File: src/rtl/pipe_hazard_ctrl.sv
// -----------------------------------------------------------------------------
// pipe_hazard_ctrl
//
// Hazard and stall controller for a classic 5-stage in-order pipeline. It
// arbitrates between three reasons to disturb the normal flow of instructions:
//   * a data-cache stall, which freezes the whole back end (highest priority),
//   * a load-use hazard, which holds PC and IF/ID for one cycle and injects a
//     bubble into ID/EX,
//   * a taken branch / jump resolved in ID, which squashes the IF/ID entry.
// A flush request that arrives while the back end is frozen is remembered and
// applied on the first cycle the pipeline is allowed to move again.
//
// All state updates on the falling edge of clk_i, the same edge the pipeline
// registers use. Reset is synchronous and active-low.
//
// Parameters
//   TIMEOUT_CYC  consecutive MEM_WAIT cycles after which timeout_o sets
//   CNT_W        width of stall_cnt_o
//
// Ports
//   clk_i            clock (falling-edge active)
//   rst_i            synchronous reset, active-low
//   id_ex_memread_i  load in EX (memread bit of ID/EX)
//   id_ex_rtaddr_i   destination rt of the instruction in EX
//   if_id_rsaddr_i   rs source of the instruction in ID
//   if_id_rtaddr_i   rt source of the instruction in ID
//   if_id_uses_rt_i  ID instruction actually reads rt
//   flush_req_i      branch taken / jump resolved in ID
//   mem_stall_i      dcache busy (miss or write-back)
//   pc_we_o          PC write enable
//   if_id_we_o       IF/ID write enable
//   if_id_flush_o    zero the IF/ID instruction
//   id_ex_bubble_o   force the controls entering ID/EX to zero
//   pipe_hold_o      freeze ID/EX, EX/MEM and MEM/WB
//   stall_cnt_o      saturating count of cycles with pc_we_o = 0
//   timeout_o        sticky dcache-stall timeout flag
//   state_o          current FSM state (0 RUN, 1 MEM_WAIT, 2 RESUME)
// -----------------------------------------------------------------------------
module pipe_hazard_ctrl #(
  parameter int TIMEOUT_CYC = 255,
  parameter int CNT_W       = 16
) (
  input  logic             clk_i,
  input  logic             rst_i,
  input  logic             id_ex_memread_i,
  input  logic [4:0]       id_ex_rtaddr_i,
  input  logic [4:0]       if_id_rsaddr_i,
  input  logic [4:0]       if_id_rtaddr_i,
  input  logic             if_id_uses_rt_i,
  input  logic             flush_req_i,
  input  logic             mem_stall_i,
  output logic             pc_we_o,
  output logic             if_id_we_o,
  output logic             if_id_flush_o,
  output logic             id_ex_bubble_o,
  output logic             pipe_hold_o,
  output logic [CNT_W-1:0] stall_cnt_o,
  output logic             timeout_o,
  output logic [1:0]       state_o
);

  typedef enum logic [1:0] {
    ST_RUN      = 2'd0,
    ST_MEM_WAIT = 2'd1,
    ST_RESUME   = 2'd2
  } state_t;

  // The hold counter must be able to represent TIMEOUT_CYC and is never
  // narrower than 8 bits.
  localparam int HOLD_W_MIN = $clog2(TIMEOUT_CYC + 1);
  localparam int HOLD_W     = (HOLD_W_MIN > 8) ? HOLD_W_MIN : 8;

  localparam logic [HOLD_W-1:0] HOLD_MAX    = HOLD_W'(TIMEOUT_CYC);
  localparam logic [HOLD_W:0]   TIMEOUT_LIM = (HOLD_W + 1)'(TIMEOUT_CYC);

  state_t            state;
  state_t            state_nxt;
  logic              load_use;
  logic              mem_hold;
  logic              pend_flush;
  logic [HOLD_W-1:0] hold_cnt;
  logic [HOLD_W:0]   hold_inc;
  logic              in_mem_wait;

  // ---------------------------------------------------------------------------
  // Hazard detection
  // ---------------------------------------------------------------------------
  // r0 is hard-wired to zero, so a load targeting it never creates a hazard.
  // rt only matters when the ID instruction really reads it as a source.
  assign load_use = id_ex_memread_i
                  & (id_ex_rtaddr_i != 5'd0)
                  & ((id_ex_rtaddr_i == if_id_rsaddr_i)
                     | (if_id_uses_rt_i & (id_ex_rtaddr_i == if_id_rtaddr_i)));

  assign in_mem_wait = (state == ST_MEM_WAIT);

  // The back end is frozen both on the cycle the cache first raises its stall
  // (still in RUN/RESUME) and for the whole MEM_WAIT state, including the
  // cycle in which the stall has just dropped.
  assign mem_hold = mem_stall_i | in_mem_wait;

  // ---------------------------------------------------------------------------
  // FSM: state register
  // ---------------------------------------------------------------------------
  always_ff @(negedge clk_i) begin
    if (!rst_i) begin
      state <= ST_RUN;
    end else begin
      state <= state_nxt;
    end
  end

  // ---------------------------------------------------------------------------
  // FSM: next-state logic
  // ---------------------------------------------------------------------------
  // NOTE: every variable assigned in an always_comb gets a default first, so
  // no path through the case can leave it unassigned and infer a latch.
  always_comb begin
    state_nxt = ST_RUN;
    case (state)
      ST_RUN:      state_nxt = mem_stall_i ? ST_MEM_WAIT : ST_RUN;
      ST_MEM_WAIT: state_nxt = mem_stall_i ? ST_MEM_WAIT : ST_RESUME;
      ST_RESUME:   state_nxt = mem_stall_i ? ST_MEM_WAIT : ST_RUN;
      default:     state_nxt = ST_RUN;  // unused encoding recovers to RUN
    endcase
  end

  // ---------------------------------------------------------------------------
  // FSM: output decode
  // ---------------------------------------------------------------------------
  // Priority: memory hold > load-use > flush. During reset the pipeline is
  // let through untouched so the datapath reset is not fighting the controller.
  always_comb begin
    pc_we_o        = 1'b1;
    if_id_we_o     = 1'b1;
    if_id_flush_o  = 1'b0;
    id_ex_bubble_o = 1'b0;
    pipe_hold_o    = 1'b0;

    if (rst_i) begin
      if (mem_hold) begin
        // Whole pipe frozen; no bubble and no flush, since nothing moves.
        pipe_hold_o = 1'b1;
        pc_we_o     = 1'b0;
        if_id_we_o  = 1'b0;
      end else if (load_use) begin
        // Hold the consumer in ID one cycle and send a bubble down. A flush
        // request in this cycle is ignored; the branch is re-resolved when
        // the consumer re-decodes next cycle.
        pc_we_o        = 1'b0;
        if_id_we_o     = 1'b0;
        id_ex_bubble_o = 1'b1;
      end else begin
        if_id_flush_o = flush_req_i | pend_flush;
      end
    end
  end

  // ---------------------------------------------------------------------------
  // Bookkeeping: deferred flush, stall-duration watchdog, stall statistics
  // ---------------------------------------------------------------------------
  assign hold_inc = {1'b0, hold_cnt} + (HOLD_W + 1)'(1);

  // NOTE: sequential state uses non-blocking assignments only, so every
  // register here samples the pre-edge value of the others and of the
  // combinational outputs, regardless of statement order.
  always_ff @(negedge clk_i) begin
    if (!rst_i) begin
      pend_flush  <= 1'b0;
      hold_cnt    <= '0;
      stall_cnt_o <= '0;
      timeout_o   <= 1'b0;
    end else begin
      // A flush cannot be applied while frozen, so park it. Both conditions
      // are mutually exclusive: if_id_flush_o is always 0 during a hold.
      if (mem_hold && flush_req_i) begin
        pend_flush <= 1'b1;
      end else if (if_id_flush_o) begin
        pend_flush <= 1'b0;
      end

      // Count consecutive MEM_WAIT cycles; restart whenever MEM_WAIT is left.
      // The counter parks at TIMEOUT_CYC so a very long stall cannot wrap.
      if (in_mem_wait && (state_nxt == ST_MEM_WAIT)) begin
        hold_cnt <= (hold_inc >= TIMEOUT_LIM) ? HOLD_MAX : hold_inc[HOLD_W-1:0];
      end else begin
        hold_cnt <= '0;
      end

      // Sticky: once a stall has lasted TIMEOUT_CYC cycles, only reset clears it.
      if (in_mem_wait && (hold_inc >= TIMEOUT_LIM)) begin
        timeout_o <= 1'b1;
      end

      // Saturating count of cycles in which the front end did not advance.
      if (!pc_we_o && (stall_cnt_o != '1)) begin
        stall_cnt_o <= stall_cnt_o + CNT_W'(1);
      end
    end
  end

  assign state_o = state;

endmodule

File: config.mk
export PLATFORM = sky130hd
export DESIGN_NAME = pipe_hazard_ctrl
export DESIGN_NICKNAME = d
export VERILOG_FILES = /design/src/rtl/pipe_hazard_ctrl.sv
export SDC_FILE = /design/constraint.sdc
export NUM_CORES = 1
export LEC_CHECK = 0
export CAP_MARGIN = 25
export CORE_ASPECT_RATIO = 0.7
export CORE_MARGIN = 3
export CORE_UTILIZATION = 47
export DETAILED_ROUTE_END_ITERATION = 10
export GPL_TIMING_DRIVEN = 1
export PLACE_DENSITY = 0.79
export SETUP_SLACK_MARGIN = 0.4
export SKIP_CTS_REPAIR_TIMING = 1
export SYNTH_ARGS = -nofsm -noshare
export SYNTH_HDL_FRONTEND = slang
export SYNTH_SLANG_ARGS = --single-unit
File: constraint.sdc
create_clock -name clk_i -period 3.6 [get_ports clk_i]
set_input_delay 1.08 -clock clk_i [delete_from_list [all_inputs] [get_ports clk_i]]
set_output_delay 1.08 -clock clk_i [all_outputs]
set_load 0.005 [all_outputs]
==> reports/metrics.csv, run 1 <==
stage,metric,value,unit
floorplanning,Die W,75.1,microns
grt,pin count of the biggest net entering global routing,22,
yosys,multiplexer area fraction after synthesis,0.0702,
placed_design,port bufs,44,
floorplanning,initial core utilization,0.526,
yosys,Yosys reg bits,28,
clock_tree,# clock sinks,28,
yosys,Mapped Cells,190,
yosys,Synth Area per Inst,8.26,sq um
timing,Worst-path end type,primary output,
clock_tree,root buffer cell,clkbuf_8,
clock_tree,number of buffers created by CTS,3,
yosys,post-synthesis sequential area ratio,0.357,
yosys,Synth cell types,39,
floorplanning,io pins,45,
yosys,ys async rst share,0,
yosys,Synth top cells by count,"dfxtp_1 (28), nand2_1 (26), a21oi_1 (13), nor2_1 (12)",
yosys,post-synthesis adder-cell area fraction,0.0239,
yosys,Synth Warn #,0,
yosys,"Cell Area, Synth",1570,sq um
yosys,top_reg_cell synth,dfxtp_1,
floorplanning,num rows,16,
yosys,dominant combinational cell family by area after synthesis,simple AND/OR/NAND/NOR gates,
yosys,simple-gate share of the synthesized area,0.318,
yosys,XOR/XNOR Fraction of Synth Area,0.0781,
yosys,Yosys top cell by area,dfxtp_1,
yosys,Synth Area in Compound Gates,0.116,
clock_tree,H-tree levels,1,
placed_design,dpl hpwl,3720,microns
yosys,most frequent cell after synthesis,dfxtp_1,
floorplanning,Die Y,54.3,microns
yosys,Synthesized Nets,214,
timing,worst_ep grt,id_ex_bubble_o,
placed_design,Routability Congestion,0.811,
placed_design,post-placement cell count,303,
yosys,"EDFF count, synth",0,
yosys,top-area cell type share of the netlist area,0.357,
run_status,Halt Stage,global routing (5_1_grt),
yosys,synth top area cells,"dfxtp_1 (36%), mux2i_1 (7.0%), nand2_1 (6.2%)",
clock_tree,CTS Buffer Depth,2,
run_status,First Err,"[ERROR DPL-0038] Utilization greater than 100%, impossible to legalize",
run_status,outcome,aborted with a tool error,
-- stage by stage --
| step | worst slack, ps | cell area, sq um | utilization |
|---|---|---|---|
| after floorplan | -750 | 1730 | - |
| after detailed placement | -1490 | 2470 | 0.828 |
| after global placement | -1320 | 2470 | 0.828 |
| after CTS | -1210 | 2620 | 0.878 |
-- logic make-up after synthesis --
logic type      after synthesis
fa+ha+maj                     3
compound gates               30
xor+xnor                     14
simple gates                 91
flops                        28
mux                          11
buf+inv                      13
==> run 2, diff against run 1 <==
--- a/config.mk
+++ b/config.mk
@@ -6,13 +6,11 @@
 export NUM_CORES = 1
 export LEC_CHECK = 0
 export CAP_MARGIN = 25
-export CORE_ASPECT_RATIO = 0.7
 export CORE_MARGIN = 3
-export CORE_UTILIZATION = 47
+export CORE_UTILIZATION = 40
 export DETAILED_ROUTE_END_ITERATION = 10
 export GPL_TIMING_DRIVEN = 1
-export PLACE_DENSITY = 0.79
-export SETUP_SLACK_MARGIN = 0.4
+export PLACE_DENSITY_LB_ADDON = 0.15
 export SKIP_CTS_REPAIR_TIMING = 1
 export SYNTH_ARGS = -nofsm -noshare
 export SYNTH_HDL_FRONTEND = slang
==> run 2 against run 1 <==
Compared with the run above:
- synthesized cell count stayed put
- area after synthesis unchanged
- the flow now finishes, with violations (setup timing)
==> reports/metrics.csv, run 2 <==
stage,metric,value,unit,change
placed_design,dpl hpwl,2930,microns,-21%
placed_design,port bufs,44,,unchanged
yosys,Synth top cells by count,"dfxtp_1 (28), nand2_1 (26), a21oi_1 (13), nor2_1 (12)",,
power_and_ir_drop,pwr dens,274,nW/um^2,
hold_path,HP Start,timeout_o,,
layout,area added between synthesis and finish,74.1,%,
timing,clk_skew,20.9,ps,
floorplanning,Die W,68.6,microns,-8.6%
floorplanning,Total Die Area,4710,sq um,
yosys,Synth Warn #,0,,unchanged
timing,fin. max-slew vios,0,,
grt,GR Layer Usage met2,0.316,,
timing,Least-Margin Pin Slew,509,ps,
yosys,Synth Area per Inst,8.26,sq um,unchanged
drt,Via density,5.08,,
clock_tree,root buffer cell,clkbuf_8,,
setup_path,"Req. time, crit path",2050,ps,
timing,# setup viols final,41,,
run_status,failing checks,setup timing,,
drt,Routed WL,4490,microns,
setup_path,Critical Path End Type,register,,
yosys,top-area cell type share of the netlist area,0.357,,unchanged
grt,total track usage,0.181,,
grt,met3 Resource Use GR,0.0713,,
timing,setup ws final,-717,ps,
yosys,post-synthesis sequential area ratio,0.357,,unchanged
grt,"Most Used Layer, Global Route",met2,,
clock_tree,# clock sinks,28,,unchanged
setup_path,reg2reg path depth,7,,
layout,ANT cells,0,,
grt,vias in the first global route,1648,,
timing,slew margin rel.,0.660,,
grt,initial antenna violation count,0,,
clock_tree,number of buffers created by CTS,3,,unchanged
floorplanning,Die Y,68.6,microns,+26%
yosys,Yosys top cell by area,dfxtp_1,,
yosys,top_reg_cell synth,dfxtp_1,,
power_and_ir_drop,peak supply drop,0.184,mV,
setup_path,Setup Crit Path Kind,in -> reg,,
grt,grt total ovfl,0,,
yosys,Synthesized Nets,214,,unchanged
grt,GRT met1 Usage,0.201,,
clock_tree,TritonCTS clock tree,done,,
layout,Nets,331,,
setup_path,CP Cell Sequence,buf_6 -> xor2_1 -> nor4_2 -> a32oi_1 -> o21a_1 -> buf_6 -> or3_4 -> a221oi_2,,
power_and_ir_drop,Leak Pwr,0.00127,uW,
run_status,outcome,finished with violations,,
placed_design,Routability Congestion,0.784,,-3.3%
drt,initial DRC count,107,,
hold_path,Hold/Removal Path Class,reg -> reg,,
drt,drt wl/cell,12.7,microns,
floorplanning,initial core utilization,0.422,,-0.104
timing,Hold Fails Final Rpt,0,,
setup_path,crit path max fanout,4,,
yosys,"Cell Area, Synth",1570,sq um,unchanged
clock_tree,"Clk pin slew, worst setup/hold paths",40,ps,
placed_design,"worst slack, placed",-1400,ps,+91.4 ps
clock_tree,CTS Buffer Depth,2,,unchanged
yosys,Mapped Cells,190,,unchanged
setup_path,Setup crit start kind,input pin,,
layout,number of flip-flops under the largest register name,16,,
yosys,synth top area cells,"dfxtp_1 (36%), mux2i_1 (7.0%), nand2_1 (6.2%)",,
setup_path,"Top cell by count, worst path",buf_6,,
setup_path,arrival time at the worst endpoint,2770,ps,
floorplanning,core area,3720,sq um,
drt,Residual DRC,0,,
yosys,Yosys reg bits,28,,unchanged
yosys,Synth cell types,39,,unchanged
setup_path,"slowest stage cell, crit path",or3_4,,
grt,first-pass GRT wire length,6780,microns,
drt,Pre-antenna DRT Iters,6,,
hold_path,Hold Path Depth,2,,
floorplanning,io pins,45,,unchanged
layout,largest reg by FF count,stall_cnt_o,,
setup_path,worst reg2reg startpoint,stall_cnt_o[4],,
power_and_ir_drop,Overall Power,749,uW,
clock_tree,H-tree levels,1,,unchanged
grt,pin count of the biggest net entering global routing,22,,
layout,most frequent cells in the layout,"buf_4 (37), inv_1 (32), nand2_1 (26)",,
yosys,"EDFF count, synth",0,,unchanged
floorplanning,num rows,22,,+6
setup_path,CP Launch Point,if_id_rtaddr_i[3],,
yosys,most frequent cell after synthesis,dfxtp_1,,
clock_tree,later-pin clock latency in the skew report,360,ps,
setup_path,CP peak stage delay,380,ps,
layout,"most common cell after layout, fill and taps aside",buf_4,,
yosys,ys async rst share,0,,unchanged
timing,WHS,465,ps,
run,Max Cap Violations,0,,
layout,layout cells sized above 1,0.422,,
timing,RSZ-0062 raised after global routing,true,,
drt,"antenna viol nets, final",0,,
drt,via count,1797,,
-- run 2: per-layer routing --
metal	vias up	share of wire	wire, microns
met5	-	0	0
met4	0	0.0062	28
met3	4	0.053	239
met2	55	0.53	2360
met1	829	0.42	1860
li1	909	-	-
-- run 2: where the power goes --
group | internal [uW] | switching [uW] | total [uW]
combinational | 70.4 | 55.7 | 126
clock | 118 | 184 | 302
sequential | 318 | 3.55 | 321
-- run 2: final timing paths --
| path | endpoint | slack [ps] |
|---|---|---|
| setup reg to reg | stall_cnt_o[13] | 1310 |
| hold / removal | timeout_o | 470 |
| setup / recovery | stall_cnt_o[12] | -720 |
| hold reg to reg | timeout_o | 470 |
-- run 2: critical path, delay by kind of cell --
family,cells,cell delay (ps)
and+or+nand+nor,2,650
xor gates and xnor gates,1,160
AOI/OAI and AO/OA,3,660
buffers and inverters,2,230
-- run 2: kinds of logic (layout without fill, tap and decap cells) --
| kind of cell | count (synthesis) | count (layout) | synth area share |
|---|---|---|---|
| flops | 28 | 28 | 0.357 |
| xor+xnor | 14 | 14 | 0.0782 |
| buf+inv | 13 | 129 | 0.0359 |
| simple gates | 91 | 91 | 0.318 |
| mux | 11 | 11 | 0.0702 |
| fa+ha+maj | 3 | 3 | 0.0239 |
| compound gates | 30 | 30 | 0.116 |
-- run 2: area by class of cell --
class | instances | area (sq um)
multi-input cells | 149 | 1130
clock buffers | 3 | 41.3
flip-flops and latches | 28 | 583
clock inverters | 29 | 110
well taps | 48 | 60.1
fillers | 289 | 985
repair buffers | 91 | 781
inverters | 6 | 22.5
-- run 2: metrics by stage --
step / cell area, sq um / instances / setup TNS [ps] / utilization
after detailed placement: 2410 / 315 / -31920 / 0.649
after CTS: 2560 / 346 / -30920 / 0.689
after global routing: 2730 / 354 / -16830 / 0.735
after floorplan: 1660 / 190 / -12390 / -
after global placement: 2410 / 315 / -31470 / 0.649
final: 2730 / 354 / -14360 / 0.735
Power figures use the tool's default switching activity.
==> run 3, diff against run 2 <==
--- a/config.mk
+++ b/config.mk
@@ -5,6 +5,7 @@
 export SDC_FILE = /design/constraint.sdc
 export NUM_CORES = 1
 export LEC_CHECK = 0
+export ABC_AREA = 1
 export CAP_MARGIN = 25
 export CORE_MARGIN = 3
 export CORE_UTILIZATION = 40
==> run 3 against run 2 <==
Compared with the run above:
- the run still ends with setup timing left
- count of clock-buffer cells in the layout unchanged
- non-clock buffer count decreased by 1
- flip-flop and latch count unchanged
- register-to-register slack improved by 240 ps
- largest cell class unchanged
==> reports/metrics.csv, run 3 <==
stage,metric,value,unit,change
floorplanning,Total Die Area,5280,sq um,+12%
drt,Residual DRC,0,,unchanged
setup_path,CP peak stage delay,320,ps,-60 ps
drt,initial DRC count,169,,+58%
setup_path,flop-to-flop setup slack,1550,ps,+240 ps
layout,largest reg by FF count,stall_cnt_o,,
yosys,"Cell Area, Synth",1780,sq um,+13%
floorplanning,num rows,23,,+4.5%
power_and_ir_drop,pwr dens,261,nW/um^2,-4.7%
clock_tree,number of buffers created by CTS,3,,unchanged
clock_tree,later-pin clock latency in the skew report,350,ps,about the same
power_and_ir_drop,peak supply drop,0.199,mV,+8.3%
placed_design,Routability Congestion,0.852,,+8.6%
setup_path,CP Launch Point,state_o[0],,
drt,"antenna viol nets, final",0,,unchanged
layout,most frequent cells in the layout,"nand2_1 (72), inv_1 (60), buf_4 (44)",,
layout,"most common cell after layout, fill and taps aside",nand2_1,,
timing,Least-Margin Pin Slew,400,ps,-109 ps
floorplanning,Die Y,72.6,microns,+5.9%
clock_tree,H-tree levels,1,,unchanged
layout,post-route design area,2890,sq um,+5.7%
drt,Routed WL,5050,microns,+13%
power_and_ir_drop,Int Power,502,uW,-0.65%
yosys,most frequent cell after synthesis,nand2_1,,
run,Max Cap Violations,0,,unchanged
clock_tree,CTS Buffer Depth,2,,unchanged
timing,clk_skew,15.0,ps,-5.88 ps
grt,initial antenna violation count,0,,unchanged
setup_path,Top delay family on crit path,buffers and inverters,,
power_and_ir_drop,Leak Pwr,0.00158,uW,+24%
floorplanning,io pins,45,,unchanged
yosys,synth top area cells,"dfxtp_1 (32%), nand2_1 (16%), nand3_1 (9.6%)",,
layout,number of flip-flops under the largest register name,16,,unchanged
floorplanning,core area,4140,sq um,+12%
timing,fin. max-slew vios,0,,unchanged
layout,ANT cells,0,,unchanged
hold_path,Hold/Removal Path Class,reg -> reg,,
setup_path,worst reg2reg startpoint,stall_cnt_o[0],,
placed_design,DP Area,2570,sq um,+6.6%
yosys,Synth cell types,27,,-31%
power_and_ir_drop,Clock power frac,0.397,,-0.006
yosys,post-synthesis sequential area ratio,0.315,,-0.0418
floorplanning,initial core utilization,0.429,,+0.00652
layout,layout cells sized above 1,0.385,,-0.0370
power_and_ir_drop,Flop pwr share,0.423,,-0.006
yosys,Yosys top cell by area,dfxtp_1,,
timing,final setup TNS,-8840,ps,+5520 ps
timing,slew margin rel.,0.733,,+0.0733
hold_path,HP Start,timeout_o,,
power_and_ir_drop,Overall Power,755,uW,+0.71%
setup_path,"Top cell by count, worst path",nor2_4,,
yosys,ys async rst share,0,,unchanged
setup_path,Setup Crit Path Kind,reg -> out,,
yosys,top-area cell type share of the netlist area,0.315,,-0.0418
timing,setup ws final,-735,ps,-17.8 ps
setup_path,"slowest stage cell, crit path",dfxtp_2,,
timing,RSZ-0062 raised after global routing,true,,
setup_path,Setup crit start kind,register,,
drt,via count,2129,,+18%
floorplanning,Die W,72.6,microns,+5.9%
grt,vias in the first global route,1974,,+20%
setup_path,arrival time at the worst endpoint,3250,ps,+480 ps
drt,drt wl/cell,11.5,microns,-9.4%
yosys,Synth Warn #,0,,unchanged
setup_path,Critical Path End Type,primary output,,
drt,Via density,4.84,,-4.7%
run_status,failing checks,setup timing,,
placed_design,port bufs,44,,unchanged
clock_tree,"Clk pin slew, worst setup/hold paths",40,ps,about the same
power_and_ir_drop,Psw,252,uW,+3.5%
timing,# setup viols final,40,,-2.4%
grt,first-pass GRT wire length,7600,microns,+12%
yosys,"EDFF count, synth",0,,unchanged
yosys,Synth top cells by count,"nand2_1 (77), inv_1 (39), nand3_1 (34), dfxtp_1 (28), nor2_1 (26)",,
yosys,Mapped Cells,277,,+46%
yosys,top_reg_cell synth,dfxtp_1,,
clock_tree,TritonCTS clock tree,done,,
setup_path,CP bufs+invs,6,,+4
grt,grt total ovfl,0,,unchanged
placed_design,dpl hpwl,3280,microns,+12%
drt,Pre-antenna DRT Iters,4,,-2
clock_tree,root buffer cell,clkbuf_8,,
setup_path,crit path max fanout,4,,unchanged
layout,Nets,416,,+26%
yosys,Synthesized Nets,301,,+41%
setup_path,CP Cell Sequence,inv_2 -> nor2_4 -> nor2_4 -> nor2_4 -> inv_2 -> nand2_8 -> buf_12 -> buf_6 -> inv_4 -> clkbuf_2,,
grt,pin count of the biggest net entering global routing,19,,-14%
timing,Hold Fails Final Rpt,0,,unchanged
clock_tree,# clock sinks,28,,unchanged
power_and_ir_drop,Sw Share,0.334,,+0.00914
yosys,Yosys reg bits,28,,unchanged
yosys,Synth Area per Inst,6.41,sq um,-22%
run_status,outcome,finished with violations,,
power_and_ir_drop,Logic pwr share,0.181,,+0.013
grt,total track usage,0.172,,-0.00898
layout,area added between synthesis and finish,62.5,%,
setup_path,"Req. time, crit path",2520,ps,+470 ps
-- run 3: routing by layer --
metal	vias up	wire length [microns]	GRT usage	part of all wire
met4	0	55	0.107	0.011
met1	947	2210	0.204	0.44
li1	1102	-	-	-
met2	74	2460	0.269	0.49
met5	-	0	0	0
met3	6	326	0.0551	0.065
-- run 3: worst register-to-register path: stages, from the launching register on --
cell and delay, ps:
dfxtp_2 330, buf_4 140, ha_1 190, nand2_1 100
nor2_2 260, nand4_4 370, nand2_4 330, nand2_1 110
a21oi_2 150
-- run 3: final timing paths --
kind	end	cells past startpoint
worst max register to register	stall_cnt_o[15]	8
worst min-delay path	timeout_o	2
worst max-delay path	if_id_we_o	10
worst min register to register	timeout_o	2
-- run 3: final cells by class --
cell class,count,area (sq um)
Sequential cell,28,584
Inverter,42,193
Multi-Input combinational cell,199,1180
Tap cell,50,62.6
Clock inverter,28,105
Timing Repair Buffer,90,723
Clock buffer,3,41.3
Fill cell,358,1260
-- run 3: logic make-up after synthesis --
| family | synth area share |
|---|---|
| AOI/OAI and AO/OA | 0.0768 |
| xor gates and xnor gates | 0.0838 |
| adders and majority gates | 0.0211 |
| buffers and inverters | 0.115 |
| DFF | 0.315 |
| and+or+nand+nor | 0.387 |
-- run 3: per-stage QoR --
step	std cells	util	setup slack, ps	hold WS, ps
floorplan	277	-	-430	435
global placement	397	0.620	-987	440
detailed placement	397	0.620	-1080	445
CTS	427	0.655	-1220	451
global route	440	0.697	-811	459
finish	440	0.697	-735	447
-- run 3: power groups by stage --
stage / Combinational [uW] / Clock (uW) / Sequential, uW
CTS: 115 / 310 / 318
global placement: 113 / 49.2 / 323
finish: 136 / 300 / 319
global route: 148 / 362 / 318
detailed placement: 115 / 49.2 / 323
floorplan: 50.0 / 49.2 / 325
==> run 4, diff against run 3 <==
--- a/config.mk
+++ b/config.mk
@@ -9,6 +9,7 @@
 export CAP_MARGIN = 25
 export CORE_MARGIN = 3
 export CORE_UTILIZATION = 40
+export CTS_CLUSTER_DIAMETER = 80
 export DETAILED_ROUTE_END_ITERATION = 10
 export GPL_TIMING_DRIVEN = 1
 export PLACE_DENSITY_LB_ADDON = 0.15
==> results of run 4 <==
Same layout as run 3: the final DEF is identical, and so are final timing and power.
